$ cat config.mk
export PLATFORM = sky130hd
export DESIGN_NAME = cache_fill_controller
export DESIGN_NICKNAME = d
export VERILOG_FILES = /design/src/rtl/cache_fill_controller.sv
export SDC_FILE = /design/constraint.sdc
export NUM_CORES = 1
export LEC_CHECK = 0
export BUFFER_PORTS_ARGS = -buffer_cell sky130_fd_sc_hd__buf_2
export CORE_AREA = 2 2 68 70
export DETAILED_ROUTE_END_ITERATION = 12
export DIE_AREA = 0 0 70 72
export PLACE_DENSITY = 0.84
export SYNTH_ARGS = -nofsm -noshare
export SYNTH_HDL_FRONTEND = slang
export SYNTH_SLANG_ARGS = --single-unit
$ cat constraint.sdc
create_clock -name clk -period 1.43 [get_ports clk]
set_input_delay 0.0715 -clock clk [delete_from_list [all_inputs] [get_ports clk]]
set_output_delay 0.0715 -clock clk [all_outputs]
set_load 0.01 [all_outputs]
$ cat src/rtl/cache_fill_controller.sv
// cache_fill_controller: I/D-cache miss arbiter (D priority) that issues 8 word reads, streams the returns into the owner's data array, then writes its tag; ports: i_*cache_miss/_addr requests, i_mem_* returns, o_mem_* reads, o_fill_* and o_*cache_*_we array writes, o_*_fill_done pulses, o_busy/o_grant_d status
module cache_fill_controller #(
  parameter int ADDR_W = 16
) (
  input  logic              clk,
  input  logic              rst,
  input  logic              i_icache_miss,
  input  logic [ADDR_W-1:0] i_icache_miss_addr,
  input  logic              i_dcache_miss,
  input  logic [ADDR_W-1:0] i_dcache_miss_addr,
  input  logic              i_mem_data_valid,
  input  logic [15:0]       i_mem_data_in,
  output logic              o_mem_enable,
  output logic [ADDR_W-1:0] o_mem_addr,
  output logic [15:0]       o_fill_data,
  output logic [7:0]        o_fill_word_en,
  output logic [5:0]        o_fill_index,
  output logic [6:0]        o_fill_tag,
  output logic              o_icache_data_we,
  output logic              o_dcache_data_we,
  output logic              o_icache_tag_we,
  output logic              o_dcache_tag_we,
  output logic              o_icache_fill_done,
  output logic              o_dcache_fill_done,
  output logic              o_busy,
  output logic              o_grant_d
);
  typedef enum logic [1:0] {S_IDLE, S_ISSUE, S_DRAIN, S_TAG} state_t;
  state_t      r_state, w_next;
  logic [11:0] r_blk;
  logic        r_grant_d;
  logic [2:0]  r_issue_cnt, r_recv_cnt;
  logic        w_rx, w_last_rx, w_tag, w_start, w_unused;
  assign w_rx      = i_mem_data_valid && (r_state == S_ISSUE || r_state == S_DRAIN);
  assign w_last_rx = w_rx && r_recv_cnt == 3'd7;
  assign w_tag     = r_state == S_TAG;
  assign w_start   = r_state == S_IDLE && (i_dcache_miss || i_icache_miss);
  assign w_unused  = ^{i_icache_miss_addr[3:0], i_dcache_miss_addr[3:0]};
  always_comb begin
    w_next = r_state;
    w_next = r_state == S_IDLE  ? (w_start ? S_ISSUE : S_IDLE) :
             w_last_rx          ? S_TAG :
             r_state == S_ISSUE ? (r_issue_cnt == 3'd7 ? S_DRAIN : S_ISSUE) :
             r_state == S_TAG   ? S_IDLE : r_state;
  end
  always_ff @(posedge clk) begin
    if (rst) begin
      r_state     <= S_IDLE;
      r_blk       <= '0;
      r_grant_d   <= 1'b0;
      r_issue_cnt <= '0;
      r_recv_cnt  <= '0;
    end else begin
      r_state <= w_next;
      if (w_start) begin
        r_grant_d   <= i_dcache_miss;
        r_blk       <= i_dcache_miss ? i_dcache_miss_addr[15:4] : i_icache_miss_addr[15:4];
        r_issue_cnt <= '0;
        r_recv_cnt  <= '0;
      end else begin
        if (r_state == S_ISSUE) r_issue_cnt <= r_issue_cnt + 3'd1;
        if (w_rx) r_recv_cnt <= r_recv_cnt + 3'd1;
      end
    end
  end
  assign o_mem_enable       = r_state == S_ISSUE;
  assign o_mem_addr         = o_mem_enable ? {r_blk, r_issue_cnt, 1'b0} : '0;
  assign o_fill_data        = i_mem_data_in;
  assign o_fill_word_en     = w_rx ? 8'b1 << r_recv_cnt : '0;
  assign o_fill_index       = (w_rx || w_tag) ? r_blk[5:0] : '0;
  assign o_fill_tag         = w_tag ? {1'b1, r_blk[11:6]} : '0;
  assign o_icache_data_we   = w_rx && !r_grant_d;
  assign o_dcache_data_we   = w_rx && r_grant_d;
  assign o_icache_tag_we    = w_tag && !r_grant_d;
  assign o_dcache_tag_we    = w_tag && r_grant_d;
  assign o_icache_fill_done = w_tag && !r_grant_d;
  assign o_dcache_fill_done = w_tag && r_grant_d;
  assign o_busy             = r_state != S_IDLE;
  assign o_grant_d          = o_busy && r_grant_d;
endmodule
==> results of run 1 <==
-- area by class of cell --
| class | instances | area, um^2 | area share |
|---|---|---|---|
| clock buffer | 3 | 41.29 | 0.02050 |
| clock inverter | 1 | 7.507 | 0.003727 |
| inverter | 6 | 22.52 | 0.01118 |
| multi-input combinational | 121 | 925.9 | 0.4596 |
| sequential | 21 | 426.7 | 0.2118 |
| tap | 52 | 65.06 | 0.03230 |
| timing repair buffer | 87 | 525.5 | 0.2609 |
-- final timing paths --
kind                                              start  cells past startpoint                 endpoint  slack (ns)
worst min-delay path                      i_dcache_miss                      3   r_grant_d$_SDFFE_PP0P_        0.09
worst min register to register    r_blk[4]$_SDFFE_PP0P_                      2    r_blk[4]$_SDFFE_PP0P_        0.51
worst max-delay path            r_state[0]$_SDFFE_PP0P_                      6        o_fill_word_en[0]       -0.10
worst max register to register  r_state[1]$_SDFFE_PP0P_                      5  r_state[0]$_SDFFE_PP0P_       -0.02
-- state kept, by name, indices dropped and copies added (netlist names) --
| name | flops |
|---|---|
| r_blk | 12 |
| r_grant_d | 1 |
| r_issue_cnt | 3 |
| r_recv_cnt | 3 |
| r_state | 2 |
-- per-layer routing --
layer | up-vias | routed length (um) | global-route usage
li1 | 692 | - | -
met1 | 608 | 1471 | 0.1620
met2 | 46 | 1776 | 0.2614
met3 | 6 | 223 | 0.02500
met4 | 0 | 59 | 0.07051
met5 | - | 0 | 0
-- power breakdown --
group	switching, mW	internal [mW]
Clock	0.206	0.197
Sequential	0.0481	0.655
Combinational	0.323	0.336
-- what timing repair did --
item | CTS | global route
endpoints found under the setup margin | 34 | 41
pin swaps | 3 | 3
setup buffers | 3 | 0
gates resized for setup | 15 | 12
-- critical path, cell delays in order (launching register included) --
cell and delay (ns):
sky130_fd_sc_hd__dfxtp_2 0.34, sky130_fd_sc_hd__inv_2 0.04, sky130_fd_sc_hd__ha_4 0.24, sky130_fd_sc_hd__and2_4 0.16
sky130_fd_sc_hd__buf_12 0.12, sky130_fd_sc_hd__and3_1 0.17, sky130_fd_sc_hd__buf_2 0.13
-- layout by cell type (no fill, tap or decap) --
cell / instances
sky130_fd_sc_hd__a211oi_1: 13
sky130_fd_sc_hd__a21bo_1: 1
sky130_fd_sc_hd__a21oi_1: 2
sky130_fd_sc_hd__a22oi_1: 1
sky130_fd_sc_hd__a311oi_1: 1
sky130_fd_sc_hd__and2_1: 22
sky130_fd_sc_hd__and2_4: 1
sky130_fd_sc_hd__and3_1: 4
sky130_fd_sc_hd__and3_2: 2
sky130_fd_sc_hd__and3_4: 3
sky130_fd_sc_hd__buf_12: 2
sky130_fd_sc_hd__buf_2: 70
sky130_fd_sc_hd__buf_4: 9
sky130_fd_sc_hd__buf_6: 6
sky130_fd_sc_hd__clkbuf_8: 3
sky130_fd_sc_hd__clkinvlp_4: 1
sky130_fd_sc_hd__conb_1: 1
sky130_fd_sc_hd__dfxtp_1: 16
sky130_fd_sc_hd__dfxtp_2: 5
sky130_fd_sc_hd__ha_1: 7
sky130_fd_sc_hd__ha_2: 2
sky130_fd_sc_hd__ha_4: 3
sky130_fd_sc_hd__inv_1: 4
sky130_fd_sc_hd__inv_2: 2
sky130_fd_sc_hd__mux2i_1: 14
sky130_fd_sc_hd__nand2_1: 4
sky130_fd_sc_hd__nand2b_1: 1
sky130_fd_sc_hd__nor2_1: 20
sky130_fd_sc_hd__nor2_4: 1
sky130_fd_sc_hd__nor2b_1: 9
sky130_fd_sc_hd__nor3_1: 1
sky130_fd_sc_hd__o21a_2: 1
sky130_fd_sc_hd__o21ai_0: 3
sky130_fd_sc_hd__o32ai_2: 1
sky130_fd_sc_hd__or2_4: 1
sky130_fd_sc_hd__xnor2_1: 2
-- through the flow --
stage / instances / cell area [um^2]
final: 291 / 2014
after global routing: 291 / 2014
after floorplan: 177 / 1521
after detailed placement: 285 / 1853
after CTS: 291 / 1959
after global placement: 285 / 1853
-- logic make-up (layout without fill, tap and decap cells) --
logic type,after synthesis,count (layout)
flops,21,21
compound gates,23,23
buf+inv,35,97
other cells,1,1
fa+ha+maj,12,12
xor+xnor,2,2
simple gates,69,69
mux,14,14
==> results.txt, run 1 <==
The run finished, with violations left. The final reports fail on negative setup slack. The number of different library cells used by synthesis comes to 28.

The overall global routing resource usage came out at 0.1433. Pin placement for this block handled 115 I/O pins. Setup violations remaining at the end of the flow were counted as 16. The minimum period implied by the final worst setup slack was 1.534 ns. The required time of the worst setup path was 1.36 ns; the areal power density over the cells was 876.2 mW/mm^2.

The cell sitting at the root of the clock tree is a sky130_fd_sc_hd__clkbuf_8. The clock tree skew after final layout came out at 0.008958 ns. Timing analysis after detailed placement gives a worst setup slack of -0.07793 ns. The placed wire-length estimate after detailed placement came out at 2725 um. The critical path is of the reg2out type.

Setup repair after global routing could not meet its margin everywhere. The run gives 0.004264 mm^2 as the core outline area. Counting instances in the post-synthesis netlist gives the leading cell types as 22 x sky130_fd_sc_hd__and2_1, 21 x sky130_fd_sc_hd__buf_4, 21 x sky130_fd_sc_hd__dfxtp_1, 21 x sky130_fd_sc_hd__nor2_1, 14 x sky130_fd_sc_hd__mux2i_1. Based on the critical path, the design can be clocked at up to 0.6517 GHz. The detail-routed via count per cell was 4.646; the die span in y was 72 um. Adder-cell share of the synthesized area: 0.09959.

The clock reaches the later pin of the worst-skew pair after 0.27 ns. Yosys attributes the largest share of cell area to sky130_fd_sc_hd__dfxtp_1 28%, sky130_fd_sc_hd__buf_4 10%, sky130_fd_sc_hd__ha_1 10%. The total of warnings raised by yosys is 0, and the post-synthesis share of cell area spent on xor and xnor gates is 0.01162. In the final routed layout, each cell accounts on average for 12.13 um. Final hold analysis gives a worst-case slack of 0.09407 ns. The tools report the starting density of the core as 0.3536. The number of nets handed over by synthesis was 242. Summing internal, switching and leakage power gives 1.765 mW. Combinational family with the most area after synthesis: simple AND/OR/NAND/NOR gates. The leading register cell type out of synthesis was sky130_fd_sc_hd__dfxtp_1.

The run gives 1,288 as the number of global-route vias before repair. The first routing iteration left 51 violations. Worst hold path class: in2reg. The clock-pin transition on the worst setup and hold timing paths works out to 0.08 ns. Data arrives at the worst endpoint at 1.46 ns. Across the VDD grid, the largest voltage drop is 0.3585 mV. For the final antenna-violating net count, the log shows 0. The post-synthesis compound-gate area fraction was 0.1104.

Entering global routing, the biggest net connects 25 pins. Number of pins with negative max-slew slack in the final report: 0. After technology mapping, the gate count stands at 177. The post-synthesis mux area share works out to 0.09295.

In this run, synthesis produced a sequential element count of 21. The number of hold-slack violations in the final timing report is 0, and the number of H-tree branching levels is 1. The number of hold buffers added after cts is 0, and the mean instance size in the synthesized netlist is 8.518 um^2. The simple-gate share of the synthesized area works out to 0.2473. The logs give 0.7803 for the final weighted congestion in routability-driven placement and 0.4724 for the fraction of the core area covered by cells at the end of the flow. The die is 70 um wide. The first global-routing pass estimated 5802 um of wire. The final setup slack of the worst path came out at -0.1045 ns. The run gives 3 as the number of clock buffers inserted by TritonCTS. STA classifies the critical path endpoint as an output port. The ratio of cells with drive above 1 in the final layout came out at 0.4728. In this run the worst path has a maximum fanout of 7.

Across the run, the number of max-cap violations was 0. During placement, the flow inserted port buffers numbering 73. The tools report the fraction of the yosys area taken by sequential cells as 0.2788.

The filler cells instantiated in the layout total 418. The share of the clock period used by the worst path after layout is 1.073. For the final routed database, the setup TNS stands at -0.9687 ns. Post-detailed-route DRC marker count: 0. The number of iterations in the first detailed-routing pass came out at 4. The number of diodes is 0, and the maximum buffer depth of the clock tree is 2. The net count of the finished layout is 305. In the post-synthesis netlist, the cell with the most instances is sky130_fd_sc_hd__and2_1.

The tools report the number of antenna violations at the first check in global routing as 0. TritonCTS built the clock tree. The routed layout has 1,352 vias.

For this design, the sink count on the clock tree is 21. Leakage component of the power: 1.047 nW. Compared with the post-synthesis result, the final layout area differs by 33.61%. The fraction of synthesis flops using an asynchronous set or reset pin works out to 0. The logs give 3530 um for the final wirelength and 0 for the aggregate global routing overflow. Counting flops with a built-in enable in the synthesized netlist gives 0. The biggest area consumer among synthesized cells is sky130_fd_sc_hd__dfxtp_1. The die covers 0.005040 mm^2.

Top-area cell type share of the netlist area: 0.2788. STA classifies the critical path startpoint as a flop. Row generation in the floorplan step produced 24 rows. Post-synth design cell area: 0.001508 mm^2.
Power figures use the tool's default switching activity.
==> run 2: changes to the inputs <==
--- a/config.mk
+++ b/config.mk
@@ -6,10 +6,13 @@
 export NUM_CORES = 1
 export LEC_CHECK = 0
 export BUFFER_PORTS_ARGS = -buffer_cell sky130_fd_sc_hd__buf_2
-export CORE_AREA = 2 2 68 70
+export CELL_PAD_IN_SITES_DETAIL_PLACEMENT = 1
+export CELL_PAD_IN_SITES_GLOBAL_PLACEMENT = 2
+export CORE_AREA = 2 2 95 97
 export DETAILED_ROUTE_END_ITERATION = 12
-export DIE_AREA = 0 0 70 72
-export PLACE_DENSITY = 0.84
+export DIE_AREA = 0 0 97 99
+export PLACE_DENSITY = 0.83
+export REMOVE_ABC_BUFFERS = 1
 export SYNTH_ARGS = -nofsm -noshare
 export SYNTH_HDL_FRONTEND = slang
 export SYNTH_SLANG_ARGS = --single-unit
==> constraint.sdc (replaced) <==
create_clock -name clk -period 1.43 [get_ports clk]
set_input_delay 0.0715 -clock clk [delete_from_list [all_inputs] [get_ports clk]]
set_output_delay 0.0715 -clock clk [all_outputs]
set_load 0.05 [all_outputs]
==> results.txt, run 2 (synthesis gave the netlist of run 1 again) <==
The run gives 0 (unchanged) as the aggregate global routing overflow. The post-detailed-route DRC marker count was 0 (unchanged). For the number of standard cells in the layout, taps in and fillers out, the log shows 357 (+23%).

The tools report the final wirelength as 5689 um (+61%). The worst setup path is of the reg2reg kind. The leakage component of the power came out at 1.194 nW (+14%). The run gives 34 (+42%) as the number of standard-cell rows in the floorplan. The tools report the overall global routing resource usage as 0.1142 (-0.02907).

The slowest stage of the critical path is the sky130_fd_sc_hd__dfxtp_2 cell. In the layout the commonest cells are 30 x sky130_fd_sc_hd__buf_8, 29 x sky130_fd_sc_hd__buf_2, 23 x sky130_fd_sc_hd__and2_4. Clock latency on the worst-skew pair: 0.27 ns (about the same). The areal power density over the cells was 846.2 mW/mm^2 (-3.4%); the final antenna-violating net count was 0 (unchanged). The number of DRC violations after detailed-routing iteration 0 was 25 (-51%); the total power was 2.231 mW (+26%). The tools report the setup TNS as -3.709 ns (-2.740 ns). The run finished, with violations left. The number of antenna violations at the first check in global routing came out at 0 (unchanged). The width of the die was 97 um (+39%). The number of max-cap violations was 0 (unchanged); the largest fanout on the critical path was 5 (-2). The run gives 115 (unchanged) as the number of primary I/O pins. The final weighted congestion in routability-driven placement was 0.7436 (-4.7%); the fraction of the core area covered by cells at the end of the flow was 0.3083 (-0.1641). The count of buffers inserted at the top-level ports was 73 (unchanged). Setup repair after global routing could not meet its margin everywhere. Worst hold slack after final layout: 0.1245 ns (+0.03046 ns). The number of instances in the placed design is 344 (+21%).

The detail-routed via count per cell was 4.196 (-9.7%); the number of clock buffers inserted by TritonCTS was 3 (unchanged). The number of hold-slack violations in the final timing report is 0 (unchanged), and the number of pins with negative max-slew slack in the final report is 0 (unchanged). The clock tree skew after final layout is 0.002562 ns (-0.006396 ns). Die span in y: 99 um (+38%). The core outline area was 0.008551 mm^2 (+100%); the share of the clock period used by the worst path after layout was 1.131 (+0.05748). The tools report the number of diodes as 0 (unchanged).

The logs give 0.001919 mm^2 (+3.6%) for the placement-stage cell area and 0.009603 mm^2 (+91%) for the area of the die. The logs give 1.60 ns (+0.24 ns) for the required time of the worst setup path and 0.002636 mm^2 (+31%) for the final instance area. The pin count of the biggest net entering global routing was 19 (-24%). For the setup slack after placement, the log shows -0.2167 ns (-0.1388 ns). The worst setup path is captured at a flop. The critical path goes through inv_2 -> ha_4 -> buf_4 -> a21bo_1 -> or2_4 -> a311oi_2. The final setup slack of the worst path came out at -0.1867 ns (-0.08219 ns). Leaving out fill and tap cells, the most frequent cell in the layout is sky130_fd_sc_hd__buf_8. For the maximum buffer depth of the clock tree, the log shows 2 (unchanged). The ratio of cells with drive above 1 in the final layout is 0.6064 (+0.1336).

The tools report the count of vias placed by the detailed router as 1,498 (+11%). The tools report the area of the multi-input gates as 0.001031 mm^2 (+11%). Clock tree synthesis selected as its root buffer the cell sky130_fd_sc_hd__clkbuf_8.

The number of flip-flops under the largest register name is 12 (unchanged), and the net count of the finished layout is 315 (+3.3%). The routed length per instance is 15.94 um (+31%), and the minimum period implied by the final worst setup slack is 1.617 ns (+0.08219 ns). For the count of filler cells inserted in the layout, the log shows 980 (+130%). The data arrival time of the critical path is 1.79 ns (+0.33 ns), and the number of global-route vias before repair is 1,630 (+27%). The delay of the slowest cell on the worst path is 0.34 ns (about the same). The post-route met1 wirelength is 2191 um (+49%), and the number of H-tree branching levels is 1 (unchanged). The tools report the starting density of the core as 0.1763 (-0.1773). Routed signal wires occupy layers up through met5.

For the final setup violation count, the log shows 43 (+27). The met2 wire length was 2980 um (+68%); the number of iterations in the first detailed-routing pass was 3 (-1). TritonCTS built the clock tree. In the final layout, the registers with the most flip-flops are r_blk x12, r_issue_cnt x3, r_recv_cnt x3.

The worst IR drop on VDD was 0.2779 mV (-22%); the number of hold buffers added after cts was 0 (unchanged). More flip-flops sit in one register than any other, and that register is r_blk. For the area used by sequential logic in the layout, the log shows 424.2 um^2 (-0.59%).

The nature of the critical path startpoint is a flop. The maximum clock frequency is 0.6186 GHz (-5.1%). The area growth from synthesis to layout is 74.85%, and the clock-pin transition on the worst setup and hold timing paths is 0.08 ns (about the same). Number of sinks driven by the clock tree: 21 (unchanged). The worst hold path belongs to the class in2reg. For the placed wire-length estimate after detailed placement, the log shows 3986 um (+46%). The checks that failed: negative setup slack. The met3 wire length is 377 um (+69%). The wire length of the first global-routing pass is 8556 um (+47%).
run 2: per-layer routing:
| layer | vias up | GRT usage |
|---|---|---|
| li1 | 719 | - |
| met1 | 705 | 0.1210 |
| met2 | 63 | 0.2035 |
| met3 | 9 | 0.03972 |
| met4 | 2 | 0.04334 |
| met5 | - | 0.05128 |
run 2: power breakdown:
part / internal (mW) / total [mW] / switching, mW
Sequential: 0.654 / 0.714 / 0.0596
Clock: 0.199 / 0.413 / 0.213
Combinational: 0.507 / 1.10 / 0.597
run 2: final timing paths:
kind	end	start	cells past startpoint	slack, ns
worst min register to register	r_blk[2]$_SDFFE_PP0P_	r_blk[2]$_SDFFE_PP0P_	2	0.52
worst min-delay path	r_grant_d$_SDFFE_PP0P_	i_icache_miss	4	0.12
worst max-delay path	r_state[0]$_SDFFE_PP0P_	r_state[1]$_SDFFE_PP0P_	6	-0.19
worst max register to register	r_state[0]$_SDFFE_PP0P_	r_state[1]$_SDFFE_PP0P_	6	-0.19
run 2: critical path, delay by kind of cell, from the launching register on:
kind	cells	cell delay (ns)
fa+ha+maj	1	0.26
simple gates	1	0.25
buf+inv	2	0.18
compound gates	2	0.49
flops	1	0.34
run 2: area by class of cell:
type | instances | share of cell area
clock buffers | 4 | 0.01709
repair buffers | 97 | 0.3711
well taps | 108 | 0.05126
multi-input cells | 121 | 0.3911
flip-flops and latches | 21 | 0.1609
inverters | 6 | 0.008543
run 2: what timing repair did:
item / in CTS / in global routing
pin swaps: 8 / 2
setup endpoints to repair: 45 / 46
resized for setup: 142 / 39
gates cloned: 1 / 1
buffers inserted: 3 / 6
==> run 3: changes to the inputs <==
==> config.mk (replaced) <==
export PLATFORM = sky130hd
export DESIGN_NAME = cache_fill_controller
export DESIGN_NICKNAME = d
export VERILOG_FILES = /design/src/rtl/cache_fill_controller.sv
export SDC_FILE = /design/constraint.sdc
export NUM_CORES = 1
export LEC_CHECK = 0
export BUFFER_PORTS_ARGS = -buffer_cell sky130_fd_sc_hd__buf_2
export CORE_AREA = 2 2 68 70
export DETAILED_ROUTE_END_ITERATION = 12
export DIE_AREA = 0 0 70 72
export PLACE_DENSITY = 0.84
export REMOVE_ABC_BUFFERS = 1
export SYNTH_ARGS = -nofsm -noshare
export SYNTH_HDL_FRONTEND = slang
export SYNTH_SLANG_ARGS = --single-unit
==> results.txt, run 3 (synthesis gave the netlist of run 1 again) <==
For the number of diodes, the log shows 0 (unchanged). CTS placed an instance of sky130_fd_sc_hd__clkbuf_8 at the clock tree root. For the final instance area, the log shows 0.002441 mm^2 (-7.4%).

The worst setup path endpoint is r_state[0]$_SDFFE_PP0P_. The maximum clock frequency was 0.6244 GHz (+0.94%); the width of the die was 70 um (-28%). For the overall global routing resource usage, the log shows 0.1734 (+0.05917). The number of clock buffers inserted by TritonCTS is 3 (unchanged).

For the required time of the worst setup path, the log shows 1.60 ns (about the same). r_blk holds more flip-flops than any other register. The logs give 0.3536 (+0.1773) for the starting density of the core and 286 (-17%) for the number of instances in the placed design. The die span in y came out at 72 um (-27%). The maximum buffer depth of the clock tree was 2 (unchanged). Share of the clock period used by the worst path after layout: 1.120 (-0.01058). For the total internal power, the log shows 1.308 mW (-3.8%). The logs give 115 (unchanged) for the number of primary I/O pins and 0 (unchanged) for the number of max-cap violations. Detail-routed via count per cell: 4.832 (+15%).

The number of pins with negative max-slew slack in the final report is 0 (unchanged), and the clock-pin transition on the worst setup and hold timing paths is 0.08 ns (about the same). The worst reg-to-reg setup slack came out at -0.17 ns (+0.02 ns). The number of DRC violations after detailed-routing iteration 0 was 46 (+84%); the net count of the finished layout was 311 (-1.3%). End of the worst register-to-register path: r_state[0]$_SDFFE_PP0P_. The switching share of total power was 0.3840 (-0.006051); the minimum period implied by the final worst setup slack was 1.602 ns (-0.01513 ns).

The routed length per instance was 14.92 um (-6.4%); the post-detailed-route DRC marker count was 0 (unchanged). The tools report the leakage component of the power as 1.130 nW (-5.3%). The number of hold-slack violations in the final timing report was 0 (unchanged).

The element type at the critical path end is a flop. The number of H-tree branching levels came out at 1 (unchanged). Compared with the post-synthesis result, the final layout area differs by 61.91%. The flow ran to the end, but the final reports show violations. The tools report the net switching power figure as 0.8156 mW (-6.3%).

The final antenna-violating net count came out at 0 (unchanged). TritonCTS built the clock tree. The tools report the source of the critical timing path as r_state[1]$_SDFFE_PP0P_. The critical path start-end classification was reg2reg. In the final layout, the registers with the most flip-flops are r_blk x12, r_issue_cnt x3, r_recv_cnt x3. The largest fanout on the critical path was 3 (-2). Setup repair after global routing could not meet its margin everywhere. Number of flip-flops under the largest register name: 12 (unchanged). The number of hold buffers added after cts is 0 (unchanged).

The number of sinks driven by the clock tree was 21 (unchanged). For the relative contribution of the clock network to total power, the log shows 0.186 (about the same). The run gives 0.479 (-0.016) as the combinational power share. The number of iterations in the first detailed-routing pass was 4 (+1). Commonest non-fill, non-tap cell in the layout: sky130_fd_sc_hd__buf_6. The placed wire-length estimate after detailed placement is 3107 um (-22%).

For the count of vias placed by the detailed router, the log shows 1,435 (-4.2%). For the area of the die, the log shows 0.005040 mm^2 (-48%). The beginning of the worst register-to-register path was r_state[1]$_SDFFE_PP0P_. The ratio of cells with drive above 1 in the final layout is 0.5837 (-0.02275), and the wire length of the first global-routing pass is 6900 um (-19%).

The tools report the nature of the critical path startpoint as a flop. Data arrival time of the critical path: 1.78 ns (about the same). The worst hold path belongs to the class in2reg.

The pin count of the biggest net entering global routing is 25 (+6). The final reports fail on negative setup slack. The number of global-route vias before repair is 1,428 (-12%).

The final weighted congestion in routability-driven placement is 0.7923 (+6.5%). The core outline area came out at 0.004264 mm^2 (-50%). Count of buffers inserted at the top-level ports: 73 (unchanged). The number of cell instances on the worst register-to-register path works out to 6 (unchanged). The tools report the final setup violation count as 43 (unchanged). The aggregate global routing overflow was 0 (unchanged).

The final wirelength is 4432 um (-22%), and the worst IR drop on VDD is 0.7497 mV (+170%). The tools report the final setup slack of the worst path as -0.1715 ns (+0.01513 ns). Number of antenna violations at the first check in global routing: 0 (unchanged). The sequential fraction of design power was 0.335 (+0.015).

The areal power density over the cells works out to 870.1 mW/mm^2 (+2.8%). The clock latency on the worst-skew pair came out at 0.26 ns (about the same). The tools report the clock tree skew after final layout as 0.002207 ns (-0.0003551 ns).

In the layout the commonest cells are 37 x sky130_fd_sc_hd__buf_6, 30 x sky130_fd_sc_hd__buf_2, 19 x sky130_fd_sc_hd__nor2_1. The placement-stage cell area is 0.001834 mm^2 (-4.4%). The number of standard cells in the layout, taps in and fillers out is 297 (-17%), and the number of standard-cell rows in the floorplan is 24 (-29%).
[run 3: changes by cell type in the layout (fill, tap and decap cells not counted), moves of 3 or more]
cell / before / now
sky130_fd_sc_hd__and2_1: 0 / 6
sky130_fd_sc_hd__and2_4: 23 / 17
sky130_fd_sc_hd__and3_4: 5 / 8
sky130_fd_sc_hd__buf_4: 18 / 12
sky130_fd_sc_hd__buf_6: 18 / 37
sky130_fd_sc_hd__buf_8: 30 / 11
[run 3: layout make-up]
class	instances	area (um^2)
Clock buffer	4	45.04
Fill cell	359	1823
Inverter	6	22.52
Multi-Input combinational cell	121	1027
Sequential cell	21	424.2
Tap cell	52	65.06
Timing Repair Buffer	93	857.1
[run 3: worst min path at each step]
stage,startpoint,endpoint,cells past startpoint
global route,i_mem_data_in[8],o_fill_data[8],0
floorplan,i_mem_data_in[0],o_fill_data[0],0
detailed placement,i_mem_data_in[13],o_fill_data[13],0
finish,i_icache_miss,r_grant_d$_SDFFE_PP0P_,4
global placement,i_mem_data_in[13],o_fill_data[13],0
CTS,i_icache_miss,r_grant_d$_SDFFE_PP0P_,4
[run 3: power groups by stage]
stage / registers [mW] / logic (mW) / clock network, mW
global placement: 0.711 / 0.760 / 0
detailed placement: 0.713 / 0.771 / 0
global route: 0.722 / 1.09 / 0.431
floorplan: 0.702 / 0.518 / 0
CTS: 0.705 / 0.916 / 0.405
finish: 0.710 / 1.02 / 0.395
[run 3: stage by stage]
| stage | worst slack [ns] | setup TNS [ns] | util | hold WS, ns | power, mW |
|---|---|---|---|---|---|
| detailed placement | -0.1712 | -1.474 | 0.4302 | 0.1433 | 1.485 |
| global placement | -0.1254 | -0.9188 | 0.4302 | 0.1433 | 1.471 |
| global route | -0.2277 | -6.323 | 0.5725 | 0.1433 | 2.242 |
| CTS | -0.1516 | -2.479 | 0.5335 | 0.1312 | 2.026 |
| finish | -0.1715 | -4.185 | 0.5725 | 0.1319 | 2.124 |
| floorplan | -1.026 | -7.609 | - | 0.1430 | 1.220 |
[run 3: routing by layer]
| layer | vias up | track usage | wire [um] |
|---|---|---|---|
| met5 | - | 0.07071 | 47 |
| met4 | 2 | 0.03846 | 48 |
| met3 | 6 | 0.06944 | 360 |
| met2 | 60 | 0.2857 | 2123 |
| met1 | 661 | 0.2092 | 1851 |
| li1 | 706 | - | - |
[run 3: timing repair]
action	4_1_cts	5_1_grt
cloned	0	0
pin swaps	3	2
buffers inserted	2	5
resized for setup	116	38
setup endpoints to repair	44	44
[run 3: critical path: stages, from the launching register on]
cell                       delay (ns)
sky130_fd_sc_hd__dfxtp_2         0.34
sky130_fd_sc_hd__inv_2           0.05
sky130_fd_sc_hd__ha_4            0.26
sky130_fd_sc_hd__buf_4           0.12
sky130_fd_sc_hd__a21bo_1         0.24
sky130_fd_sc_hd__or2_4           0.26
sky130_fd_sc_hd__a311oi_2        0.24
